<file path="src/rtl/pkt_seq_gen.sv">
// Sequence-numbered Ethernet test-frame generator with a valid/ready byte stream toward the MAC.
// Optional macro SEQ_ERR_INJ_EN adds an inj_skip-driven sequence-gap injector.
module pkt_seq_gen #(
    parameter int unsigned FRAME_LEN = 64,
    parameter logic [47:0] DST_MAC   = 48'hFFFF_FFFF_FFFF,
    parameter logic [47:0] SRC_MAC   = 48'h0200_0000_0001,
    parameter logic [15:0] ETH_TYPE  = 16'h88B5,
    parameter int unsigned IFG_CYC   = 12
) (
    input  logic        sysclk,
    input  logic        nrst,
    input  logic        tx_tri,
    input  logic        sec_l,
    input  logic        inj_skip,
    output logic [7:0]  tx_data,
    output logic        tx_valid,
    output logic        tx_sop,
    output logic        tx_eop,
    input  logic        tx_ready,
    output logic [15:0] pcnt,
    output logic [15:0] drop_cnt,
    output logic [15:0] fps,
    output logic        busy
);
    localparam int unsigned IDX_W = $clog2(FRAME_LEN);
    localparam int unsigned GAP_W = (IFG_CYC > 1) ? $clog2(IFG_CYC + 1) : 1;
    localparam logic [IDX_W-1:0] LAST_IDX = IDX_W'(FRAME_LEN - 1);
    // The last idle cycle is spent in IDLE, where a pending trigger registers the next sop.
    localparam logic [GAP_W-1:0] GAP_LOAD = (IFG_CYC > 1) ? GAP_W'(IFG_CYC - 1) : GAP_W'(1);

    typedef enum logic [1:0] {S_IDLE, S_SEND, S_GAP} state_t;

    state_t           r_state, w_next_state;
    logic             r_tri_cur, r_tri_prev, r_sec_cur, r_sec_prev;
    logic             w_tri_edge, w_sec_edge;
    logic             w_start, w_xfer, w_eop_xfer;
    logic             r_pend;
    logic [IDX_W-1:0] r_idx, w_idx_nxt;
    logic [15:0]      r_seq, r_pcnt, r_drop, r_fps, r_frm, w_frm_inc, w_pcnt_step;
    logic [GAP_W-1:0] r_gap;
    logic [7:0]       r_data;
    logic             r_valid, r_sop, r_eop, r_busy;

    function automatic logic [7:0] f_byte(input logic [IDX_W-1:0] idx, input logic [15:0] seq);
        logic [7:0] b;
        b = seq[7:0] + 8'(idx) - 8'd16;
        if (idx < IDX_W'(16)) begin
            case (idx[3:0])
                4'd0:    b = DST_MAC[47:40];
                4'd1:    b = DST_MAC[39:32];
                4'd2:    b = DST_MAC[31:24];
                4'd3:    b = DST_MAC[23:16];
                4'd4:    b = DST_MAC[15:8];
                4'd5:    b = DST_MAC[7:0];
                4'd6:    b = SRC_MAC[47:40];
                4'd7:    b = SRC_MAC[39:32];
                4'd8:    b = SRC_MAC[31:24];
                4'd9:    b = SRC_MAC[23:16];
                4'd10:   b = SRC_MAC[15:8];
                4'd11:   b = SRC_MAC[7:0];
                4'd12:   b = ETH_TYPE[15:8];
                4'd13:   b = ETH_TYPE[7:0];
                4'd14:   b = seq[15:8];
                default: b = seq[7:0];
            endcase
        end
        return b;
    endfunction

    always_ff @(posedge sysclk or negedge nrst) begin
        if (!nrst) begin
            r_tri_cur  <= 1'b0;
            r_tri_prev <= 1'b0;
            r_sec_cur  <= 1'b0;
            r_sec_prev <= 1'b0;
        end else begin
            r_tri_cur  <= tx_tri;
            r_tri_prev <= r_tri_cur;
            r_sec_cur  <= sec_l;
            r_sec_prev <= r_sec_cur;
        end
    end

    assign w_tri_edge = r_tri_cur & ~r_tri_prev;
    assign w_sec_edge = r_sec_cur & ~r_sec_prev;
    assign w_idx_nxt  = r_idx + IDX_W'(1);
    assign w_frm_inc  = (r_frm == 16'hFFFF) ? r_frm : r_frm + 16'd1;

`ifdef SEQ_ERR_INJ_EN
    logic r_inj_cur, r_inj_prev, r_inj_pend;

    // Skip requests merge until the next eop, which consumes them as a +2 step.
    always_ff @(posedge sysclk or negedge nrst) begin
        if (!nrst) begin
            r_inj_cur  <= 1'b0;
            r_inj_prev <= 1'b0;
            r_inj_pend <= 1'b0;
        end else begin
            r_inj_cur  <= inj_skip;
            r_inj_prev <= r_inj_cur;
            if (r_inj_cur & ~r_inj_prev) begin
                r_inj_pend <= 1'b1;
            end else if (w_eop_xfer) begin
                r_inj_pend <= 1'b0;
            end
        end
    end

    assign w_pcnt_step = r_inj_pend ? 16'd2 : 16'd1;
`else
    logic w_unused_inj;
    assign w_unused_inj = inj_skip;
    assign w_pcnt_step  = 16'd1;
`endif

    always_ff @(posedge sysclk or negedge nrst) begin
        if (!nrst) begin
            r_state <= S_IDLE;
        end else begin
            r_state <= w_next_state;
        end
    end

    always_comb begin
        w_next_state = r_state;
        w_start      = 1'b0;
        w_xfer       = 1'b0;
        w_eop_xfer   = 1'b0;
        case (r_state)
            S_IDLE: begin
                if (w_tri_edge || r_pend) begin
                    w_start      = 1'b1;
                    w_next_state = S_SEND;
                end
            end
            S_SEND: begin
                w_xfer = r_valid & tx_ready;
                if (r_valid && tx_ready && r_eop) begin
                    w_eop_xfer   = 1'b1;
                    w_next_state = S_GAP;
                end
            end
            S_GAP: begin
                if (r_gap <= GAP_W'(1)) begin
                    w_next_state = S_IDLE;
                end
            end
            default: w_next_state = S_IDLE;
        endcase
    end

    // Frame byte pipeline: next byte is registered on start or on each transfer.
    always_ff @(posedge sysclk or negedge nrst) begin
        if (!nrst) begin
            r_idx   <= '0;
            r_seq   <= 16'd0;
            r_gap   <= '0;
            r_data  <= 8'd0;
            r_valid <= 1'b0;
            r_sop   <= 1'b0;
            r_eop   <= 1'b0;
            r_busy  <= 1'b0;
        end else begin
            r_busy <= (w_next_state != S_IDLE);
            if (w_start) begin
                r_seq   <= r_pcnt;
                r_idx   <= '0;
                r_data  <= f_byte('0, r_pcnt);
                r_valid <= 1'b1;
                r_sop   <= 1'b1;
                r_eop   <= 1'b0;
            end else if (w_xfer) begin
                r_sop <= 1'b0;
                if (r_eop) begin
                    r_valid <= 1'b0;
                    r_eop   <= 1'b0;
                    r_data  <= 8'd0;
                    r_gap   <= GAP_LOAD;
                end else begin
                    r_idx  <= w_idx_nxt;
                    r_data <= f_byte(w_idx_nxt, r_seq);
                    r_eop  <= (w_idx_nxt == LAST_IDX);
                end
            end else if (r_state == S_GAP) begin
                r_gap <= r_gap - GAP_W'(1);
            end
        end
    end

    // Trigger buffering, sequence number and per-second rate counters.
    always_ff @(posedge sysclk or negedge nrst) begin
        if (!nrst) begin
            r_pend <= 1'b0;
            r_drop <= 16'd0;
            r_pcnt <= 16'd0;
            r_frm  <= 16'd0;
            r_fps  <= 16'd0;
        end else begin
            if (w_tri_edge && (r_state != S_IDLE)) begin
                if (r_pend) begin
                    r_drop <= (r_drop == 16'hFFFF) ? r_drop : r_drop + 16'd1;
                end else begin
                    r_pend <= 1'b1;
                end
            end else if (w_start && !w_tri_edge) begin
                r_pend <= 1'b0;
            end
            if (w_eop_xfer) begin
                r_pcnt <= r_pcnt + w_pcnt_step;
            end
            if (w_sec_edge) begin
                r_fps <= w_eop_xfer ? w_frm_inc : r_frm;
                r_frm <= 16'd0;
            end else if (w_eop_xfer) begin
                r_frm <= w_frm_inc;
            end
        end
    end

    assign tx_data  = r_data;
    assign tx_valid = r_valid;
    assign tx_sop   = r_sop;
    assign tx_eop   = r_eop;
    assign pcnt     = r_pcnt;
    assign drop_cnt = r_drop;
    assign fps      = r_fps;
    assign busy     = r_busy;

endmodule

</file>
<file path="config.mk">
export PLATFORM = sky130hd
export DESIGN_NAME = pkt_seq_gen
export DESIGN_NICKNAME = d
export VERILOG_FILES = /design/src/rtl/pkt_seq_gen.sv
export SDC_FILE = /design/constraint.sdc
export NUM_CORES = 1
export LEC_CHECK = 0
export ABC_AREA = 1
export CAP_MARGIN = 20
export CORE_MARGIN = 2
export CORE_UTILIZATION = 61
export CTS_CLUSTER_SIZE = 40
export DETAILED_ROUTE_END_ITERATION = 12
export PLACE_DENSITY = 0.85
export SKIP_CTS_REPAIR_TIMING = 1
export SYNTH_ARGS = -nofsm -noshare
export SYNTH_HDL_FRONTEND = slang
export SYNTH_SLANG_ARGS = --single-unit
</file>
<file path="constraint.sdc">
create_clock -name sysclk -period 7 [get_ports sysclk]
set_input_delay 1.4 -clock sysclk [delete_from_list [all_inputs] [get_ports sysclk]]
set_output_delay 1.4 -clock sysclk [all_outputs]
set_load 0.02 [all_outputs]
</file>
==> flow_summary.yaml, run 1 <==
hold_path:
  hold_path_class: "register to register"
sta:
  drv_slew: 0
  max_slew_margin_pct: 46.3
  hold_slack_ns: 0.397
  tightest_slew_ns: 0.804
  fin_setup_tns_ns: 0
  min_period_ns: 3.27
  finClkSkew_ns: 0.0107
  finalWorstSetupSlack_ns: 3.73
  setup_viol: 0
  hold_viol_final: 0
  fmax_mhz: 306
  finalCritPeriodShare_pct: 46.6
  grt_setup_unrepaired: "no"
critical_path:
  crit_top_cell: "nand2_1"
  critPathLaunchType: "input pin"
  path_max_fanout: 21
  cp_slowest_cell: "clkdlybuf4s50_1"
  arrival_ns: 3.54
  crit_type: "input pin to register"
  cp_cell_sequence: "clkdlybuf4s50_1 -> nand2_1 -> inv_1 -> nand2_2 -> nor2_4 -> nand2_1 -> nor2_2 -> nand2_1 -> nor2_2 -> nand2_1 -> xor2_1"
  cp_slowest_stage_delay_ns: 0.48
  critical_path_required_ns: 7.27
  reg2reg_setup_slack_ns: 4.29
  setup.worst_path.end_class: "register"
yosys:
  synth_cells: 739
  synth_top_area_share_pct: 45.4
  synth_common_cells: "212 x nand2_1, 109 x dfrtp_1, 75 x inv_1"
  synth_cell_types: 46
  synth_seq_cells: 109
  ys_async_sr_fraction_pct: 100
  ys_top_cells_by_area: "dfrtp_1 45%, nand2_1 13%, inv_1 4.7%, xor2_1 4.5%, ha_1 4.2%"
  synth_top_family_by_area: "simple AND/OR/NAND/NOR gates"
  synth_edf_count: 0
  yosysMostFrequentCell: "nand2_1"
  synthFlopType: "dfrtp_1"
  synth-compound-area-share_pct: 7.00
  synthAdderAreaFrac_pct: 4.50
  avgSynthCellArea_um2: 8.13
  syn_area_um2: 6010
  synth_largest_area_cell: "dfrtp_1"
  syn_nets: 766
  synth.yosys.seq_area_share_pct: 45.4
  synth-xor-area-share_pct: 6.10
  yosys_warnings: 0
  synth_simple_gate_area_share_pct: 29.2
  synth_mux_area_share_pct: 0.375
die:
  die_y_um: 103
  design.core.area_um2: 9680
  die-area_um2: 10700
  initial_utilization_pct: 62.0
  rows: 36
  ios: 66
  die_x_um: 103
route:
  routed_via_density: 5.39
  initialDrtViolationCount: 265
  wl_per_cell_um: 13.8
  wirelength_mm: 13.0
  routed-via-count: 5048
  drc: 0
  antenna_left: 0
  firstDrtPassIters: 5
final_layout:
  fin_util_pct: 71.8
  fillCellCount: 759
  syn2layout_area_growth_pct: 15.8
  fin_area_um2: 6960
  n_antenna_cell: 0
  layout.nets: 827
  drive_gt1_share_pct: 9.70
clock_tree:
  cts.clk_slew.worst_paths_ns: 0.09
  cts_root_buf: "clkbuf_8"
  htreeDepth: 3
  numClockSinks: 109
  max-clock-path-buffers: 2
  cts_tree: "yes"
  clk_latency_ns: 0.38
  numCtsBuffers: 9
grt:
  grt_use_total_pct: 26.1
  grt_pass1_vias: 4690
  grt_pass1_wl_mm: 21.8
  grt_max_degree: 81
  grt-ovfl-total: 0
  antenna_found_initial: 0
run:
  maxCapViolations: 0
power:
  irDropWorstVdd_v: 0.000142
  powerDensity_nw_per_um2: 301
  p_leak_nw: 3.42
placement:
  dpl_cell_area_um2: 6730
  numPortBuffers: 64
  place_congestion: 0.885
  dp_hpwl_mm: 9.34
  dp_slack_ns: 3.34
outcome:
  status: "finished clean"
-- metal layers --
layer	track usage [%]	part of all wire [%]	up-vias
met5	0	0	-
li1	-	-	2482
met4	8.70	1.8	0
met3	4.70	4.1	23
met2	42.6	50	150
met1	35.6	45	2393
-- logic make-up (layout without fill, tap and decap cells) --
logic type                 count (synthesis)  in the layout
muxes                                      2              2
adders and majority gates                 21             21
and+or+nand+nor                          389            389
AOI/OAI and AO/OA                         70             70
DFF                                      109            109
buffers and inverters                    107            172
xor gates and xnor gates                  41             41
-- sequential cells by signal (all words and copies together) (netlist names) --
name        count
drop_cnt       16
fps            16
pcnt           16
r_frm          16
r_seq          16
tx_data         8
r_idx           6
r_gap           4
r_state         2
busy            1
r_pend          1
r_sec_cur       1
r_sec_prev      1
r_tri_cur       1
r_tri_prev      1
tx_eop          1
tx_sop          1
tx_valid        1
-- path summary, 6_finish.rpt --
check	from	end	cells past startpoint
setup / recovery	tx_ready	pcnt[10]	11
setup reg to reg	r_idx[0]	tx_data[7]	16
hold reg to reg	r_sec_cur	r_sec_prev	0
min in group asynchronous	nrst	pcnt[8]	1
hold / removal	r_sec_cur	r_sec_prev	0
max in group asynchronous	nrst	tx_data[0]	3
-- area by class of cell --
type | instances | area [um^2] | share of cell area [%]
clock buffers | 10 | 138 | 1.98
clock inverters | 5 | 66.3 | 0.953
inverters | 89 | 339 | 4.87
multi-input cells | 523 | 2830 | 40.7
flip-flops and latches | 109 | 2730 | 39.2
well taps | 133 | 166 | 2.39
repair buffers | 68 | 688 | 9.89
-- power breakdown --
group          internal, mW  total, mW  switching [mW]
clock                 0.178      0.399           0.221
combinational         0.334      0.898           0.564
sequential            0.717      0.795          0.0779
-- per-stage QoR --
stage	power, mW	instances
after global placement	1.66	921
final	2.09	937
after detailed placement	1.70	921
after floorplan	1.45	739
after CTS	2.10	936
after global routing	2.27	937
-- cell usage in the layout, fill, tap and decap left out, types with 2 or more instances in the layout --
| cell type | n |
|---|---|
| a21oi_1 | 10 |
| a21oi_2 | 8 |
| buf_4 | 4 |
| clkbuf_8 | 10 |
| clkdlybuf4s50_1 | 63 |
| clkinv_1 | 2 |
| dfrtp_1 | 109 |
| ha_1 | 20 |
| inv_1 | 75 |
| inv_2 | 11 |
| inv_6 | 2 |
| mux2_2 | 2 |
| nand2_1 | 212 |
| nand2_2 | 6 |
| nand2_4 | 2 |
| nand3_1 | 45 |
| nand3_2 | 2 |
| nand3b_1 | 3 |
| nand4_1 | 23 |
| nor2_1 | 54 |
| nor2_2 | 9 |
| nor2_4 | 2 |
| nor3_1 | 17 |
| nor3_2 | 4 |
| o21ai_0 | 20 |
| o21ai_1 | 22 |
| o21ai_2 | 2 |
| o22ai_1 | 3 |
| or2_2 | 3 |
| xnor2_1 | 9 |
| xor2_1 | 31 |
-- worst max-delay path: cells and delay by family --
| kind | cells | cell delay, ns |
|---|---|---|
| xor gates and xnor gates | 1 | 0.14 |
| buffers and inverters | 2 | 0.55 |
| and+or+nand+nor | 8 | 1.43 |
Note: power is estimated with default switching activity, not from simulation.
==> run 2: changes to the inputs <==
Settings changed: CORE_UTILIZATION 61 to 51, PLACE_DENSITY 0.85 to 0.76.
Clock period 7 ns to 2.7 ns, I/O delays scaled along.
==> run 2 against run 1 <==
Net effect:
- clock skew is 0.00060 ns lower
- combinational power rose to 2.8 times the previous value
- via count shrank 1.3%
- non-clock buffer count rose by 11
- clock-buffer cell count rose by 2
- core utilization fell by 9.6 points
- cell count is 2.2% higher
- setup slack got worse by 3.6 ns
- critical path depth grew 3
- sequential power grew to 2.6 times the previous value
- critical endpoint is now tx_data[7]
==> flow_summary.yaml, run 2 (synthesis gave the netlist of run 1 again) <==
die:
  design.core.area_um2: 11500
  die-area_um2: 12700
  die_x_um: 113
  ios: 66
  rows: 39
  die_y_um: 113
  initial_utilization_pct: 52.4
clock_tree:
  numClockSinks: 109
  max-clock-path-buffers: 2
  cts_tree: "yes"
  numCtsBuffers: 9
  htreeDepth: 3
  clk_latency_ns: 0.36
  cts_root_buf: "clkbuf_16"
  cts.clk_slew.worst_paths_ns: 0.07
critical_path:
  crit_type: "register to register"
  cp_slowest_stage_delay_ns: 0.43
  path_max_fanout: 5
  arrival_ns: 2.78
  rr_endpoint: "tx_data[7]"
  rr_worst_depth: 14
  reg2reg_setup_slack_ns: 0.17
  setup.worst_path.end_class: "register"
  crit_top_cell: "nand2_1"
  critical_path_required_ns: 2.95
  cp_slowest_cell: "dfrtp_2"
  critPathLaunchType: "register"
  critPathBufInv: 3
  crit_family: "adder cells"
  reg2reg_from: "r_idx[0]"
  cp_cell_sequence: "inv_1 -> ha_1 -> ha_1 -> ha_1 -> inv_1 -> fa_1 -> inv_1 -> nand4_1 -> nand3_1 -> nand2_1 -> nand2_1 -> a21oi_2 -> nand2_1 -> nand2_1"
sta:
  finClkSkew_ns: 0.0101
  finalCritPeriodShare_pct: 93.8
  tightest_slew_ns: 0.809
  hold_viol_final: 0
  grt_setup_unrepaired: "no"
  max_slew_margin_pct: 46.0
  min_period_ns: 2.53
  fmax_mhz: 395
  fin_setup_tns_ns: 0
  setup_viol: 0
  drv_slew: 0
outcome:
  status: "finished clean"
grt:
  grt_pass1_wl_mm: 22.5
  grt_pass1_vias: 4889
  grt_max_degree: 48
  grt_use_total_pct: 21.9
  antenna_found_initial: 0
  grt-ovfl-total: 0
power:
  p_leak_nw: 3.51
  irDropWorstVdd_v: 0.000932
  powerDensity_nw_per_um2: 816
  total_power_mw: 5.82
final_layout:
  layout.nets: 838
  final_common_cell: "nand2_1"
  stdcell_count: 958
  n_antenna_cell: 0
  syn2layout_area_growth_pct: 18.7
  final_cell_mix: "212 x nand2_1, 106 x dfrtp_1, 74 x inv_1"
  fin_util_pct: 62.2
  drive_gt1_share_pct: 11.5
route:
  routed-via-count: 4982
  wirelength_mm: 13.4
  initialDrtViolationCount: 363
  drc: 0
  routed_via_density: 5.20
  antenna_left: 0
  firstDrtPassIters: 5
  wl_per_cell_um: 14.0
hold_path:
  hold_path_class: "input pin to async pin"
placement:
  numPortBuffers: 64
  dp_cells: 939
  place_congestion: 0.919
  dp_hpwl_mm: 9.79
run:
  maxCapViolations: 0
-- run 2: cell types whose count changed in the layout (fill, tap and decap cells not counted), sizes merged --
cell,change
inv,+1
buf,+11
clkbuf,+2
bufinv,-1
clkinv,-1
clkinvlp,-1
-- run 2: where the power goes --
part	leakage, nW	switching (mW)	internal, mW
sequential	1.39	0.189	1.86
combinational	1.98	1.53	0.944
clock	0.141	0.608	0.684
-- run 2: metal layers --
layer | GRT usage, % | share of wire [%]
met4 | 7.07 | 1.5
met5 | 0 | 0
met2 | 36.2 | 48
met3 | 5.02 | 4.6
met1 | 28.6 | 46
-- run 2: worst reg2reg max path, cell delays in order, from the launching register on --
cell and delay, ns:
dfrtp_2 0.43, inv_1 0.07, ha_1 0.33, ha_1 0.30
ha_1 0.19, inv_1 0.06, fa_1 0.40, inv_1 0.10
nand4_1 0.13, nand3_1 0.11, nand2_1 0.06, nand2_1 0.07
a21oi_2 0.05, nand2_1 0.07, nand2_1 0.04
-- run 2: worst max path at each step --
| stage | from | to | slack [ns] | cells past startpoint |
|---|---|---|---|---|
| after floorplan | r_idx[0] | tx_data[7] | 0.32 | 16 |
| after global placement | r_idx[0] | tx_data[7] | 0.21 | 14 |
| after detailed placement | r_idx[2] | tx_data[6] | 0.14 | 17 |
| after CTS | r_idx[2] | tx_data[6] | 0.11 | 17 |
| after global routing | r_idx[0] | tx_data[7] | 0.0008 | 16 |
| final | r_idx[0] | tx_data[7] | 0.17 | 14 |
-- run 2: through the flow --
| stage | hold WS (ns) | cell area, um^2 | setup slack [ns] |
|---|---|---|---|
| final | 0.181 | 7130 | 0.168 |
| after global routing | 0.237 | 7130 | 0.000808 |
| after CTS | 0.207 | 7100 | 0.113 |
| after detailed placement | 0.361 | 6810 | 0.144 |
| after global placement | 0.361 | 6810 | 0.212 |
| after floorplan | 0.244 | 6010 | 0.318 |
-- run 2: layout make-up --
cell class	instances	area (um^2)
fill	971	4330
clock inverter	3	28.8
timing repair buffer	79	763
inverter	89	339
clock buffer	12	256
sequential	109	2730
tap	143	179
multi-input combinational	523	2840
==> run 3: changes to the inputs <==
Settings changed: PLACE_DENSITY 0.76 to 0.81.
==> run 3 against run 2 <==
Net effect:
- combinational power is 4% lower
- worst hold slack better by 0.0064 ns
- non-clock buffer count is 4 lower
- register-to-register slack better by 0.02 ns
- final area is 0.32% lower
==> flow_summary.yaml, run 3 (synthesis gave the netlist of run 1 again) <==
route:
  firstDrtPassIters: 5
  wirelength_mm: 12.6
  initialDrtViolationCount: 292
  antenna_left: 0
  wl_per_cell_um: 13.2
  drc: 0
  routed-via-count: 4889
  routed_via_density: 5.12
clock_tree:
  cts_tree: "yes"
  clk_latency_ns: 0.36
  cts.clk_slew.worst_paths_ns: 0.07
  cts_root_buf: "clkbuf_16"
  numCtsBuffers: 9
  htreeDepth: 3
  max-clock-path-buffers: 2
  numClockSinks: 109
run:
  maxCapViolations: 0
sta:
  max_slew_margin_pct: 45.3
  finClkSkew_ns: 0.0113
  grt_setup_unrepaired: "no"
  fmax_mhz: 398
  setup_viol: 0
  finalCritPeriodShare_pct: 92.9
  drv_slew: 0
  min_period_ns: 2.51
  tightest_slew_ns: 0.820
  hold_viol_final: 0
  fin_setup_tns_ns: 0
power:
  power_frac_clock_pct: 22.7
  combPwrFrac_pct: 41.2
  powerDensity_nw_per_um2: 807
  seqPwrFrac_pct: 36.1
  p_leak_nw: 3.50
  internal-power_mw: 3.47
  irDropWorstVdd_v: 0.000460
  p_sw_mw: 2.26
  switching_share_pct: 39.5
final_layout:
  fin_area_um2: 7110
  final-seq-area_um2: 2730
  multiInputGateArea_um2: 2830
  n_antenna_cell: 0
  final_cell_mix: "212 x nand2_1, 107 x dfrtp_1, 75 x inv_1"
  fillCellCount: 963
  syn2layout_area_growth_pct: 18.4
  layout.nets: 834
  drive_gt1_share_pct: 10.7
  final_common_cell: "nand2_1"
placement:
  dp_hpwl_mm: 9.43
  dpl_cell_area_um2: 6810
  place_congestion: 0.896
  numPortBuffers: 64
critical_path:
  cp_slowest_stage_delay_ns: 0.44
  crit_family: "adder cells"
  cp_num_cells: 14
  critPathLaunchType: "register"
  critical_path_required_ns: 2.95
  cp_cell_sequence: "inv_1 -> ha_1 -> ha_1 -> ha_1 -> inv_1 -> fa_1 -> inv_1 -> nand4_1 -> nand3_1 -> nand2_1 -> nand2_1 -> a21oi_2 -> nand2_1 -> nand2_1"
  crit_type: "register to register"
  rr_worst_depth: 14
  cp_slowest_cell: "dfrtp_1"
  setup.worst_path.end_class: "register"
  crit_top_cell: "nand2_1"
  path_max_fanout: 6
  critPathBufInv: 3
  arrival_ns: 2.76
die:
  die_x_um: 113
  rows: 39
  die-area_um2: 12700
  ios: 66
  design.core.area_um2: 11500
  die_y_um: 113
  initial_utilization_pct: 52.4
grt:
  grt_max_degree: 47
  grt-ovfl-total: 0
  grt_pass1_vias: 4545
  grt_pass1_wl_mm: 21.4
  antenna_found_initial: 0
  grt_use_total_pct: 20.9
hold_path:
  hold_path_class: "input pin to async pin"
outcome:
  status: "finished clean"
-- run 3: worst reg2reg max path, delay by kind of cell (launching register included) --
family | cells | cell delay (ns)
adder cells (fa/ha/maj) | 4 | 1.21
AND/OR/NAND/NOR | 6 | 0.46
flip-flops | 1 | 0.44
buffers and inverters | 3 | 0.26
AO/OA/AOI/OAI | 1 | 0.05
-- run 3: power groups by stage --
stage	Combinational, mW	Sequential, mW	Clock [mW]
2_1_floorplan	1.59	2.18	0
3_3_place_gp	2.31	2.09	0
3_5_place_dp	2.35	2.09	0
4_1_cts	2.36	2.07	1.33
5_1_grt	2.66	2.10	1.40
6_report	2.36	2.07	1.30
-- run 3: path summary, 6_finish.rpt --
path,start,end,slack (ns)
setup / recovery,r_idx[1],tx_data[7],0.19
setup reg to reg,r_idx[1],tx_data[7],0.19
hold / removal,nrst,pcnt[13],0.19
min in group sysclk,r_sec_cur,r_sec_prev,0.38
max in group asynchronous,nrst,r_seq[11],1.84
hold reg to reg,r_sec_cur,r_sec_prev,0.38
-- run 3: per-stage QoR --
step / hold WS (ns) / utilization, % / setup WS, ns / total power, mW / cells
after floorplan: 0.244 / - / 0.318 / 3.76 / 739
after global placement: 0.357 / 59.4 / 0.212 / 4.40 / 939
after detailed placement: 0.360 / 59.4 / 0.188 / 4.45 / 939
after CTS: 0.206 / 62.0 / 0.176 / 5.76 / 955
after global routing: 0.226 / 62.0 / 0.00534 / 6.16 / 955
final: 0.188 / 62.0 / 0.191 / 5.74 / 955
-- run 3: final cells by class --
| class | count | area share, % |
|---|---|---|
| multi-input combinational | 523 | 39.8 |
| sequential | 109 | 38.4 |
| timing repair buffer | 75 | 10.3 |
| inverter | 89 | 4.77 |
| clock buffer | 13 | 3.80 |
| tap | 143 | 2.52 |
| clock inverter | 3 | 0.370 |
-- run 3: per-layer routing --
layer	up-vias	wire length [um]	part of all wire, %	global-route usage (%)
met5	-	0	0	0
met4	0	134	1.1	5.61
met3	11	657	5.2	4.59
met2	105	5860	46	33.0
met1	2276	5970	47	29.5
li1	2497	-	-	-
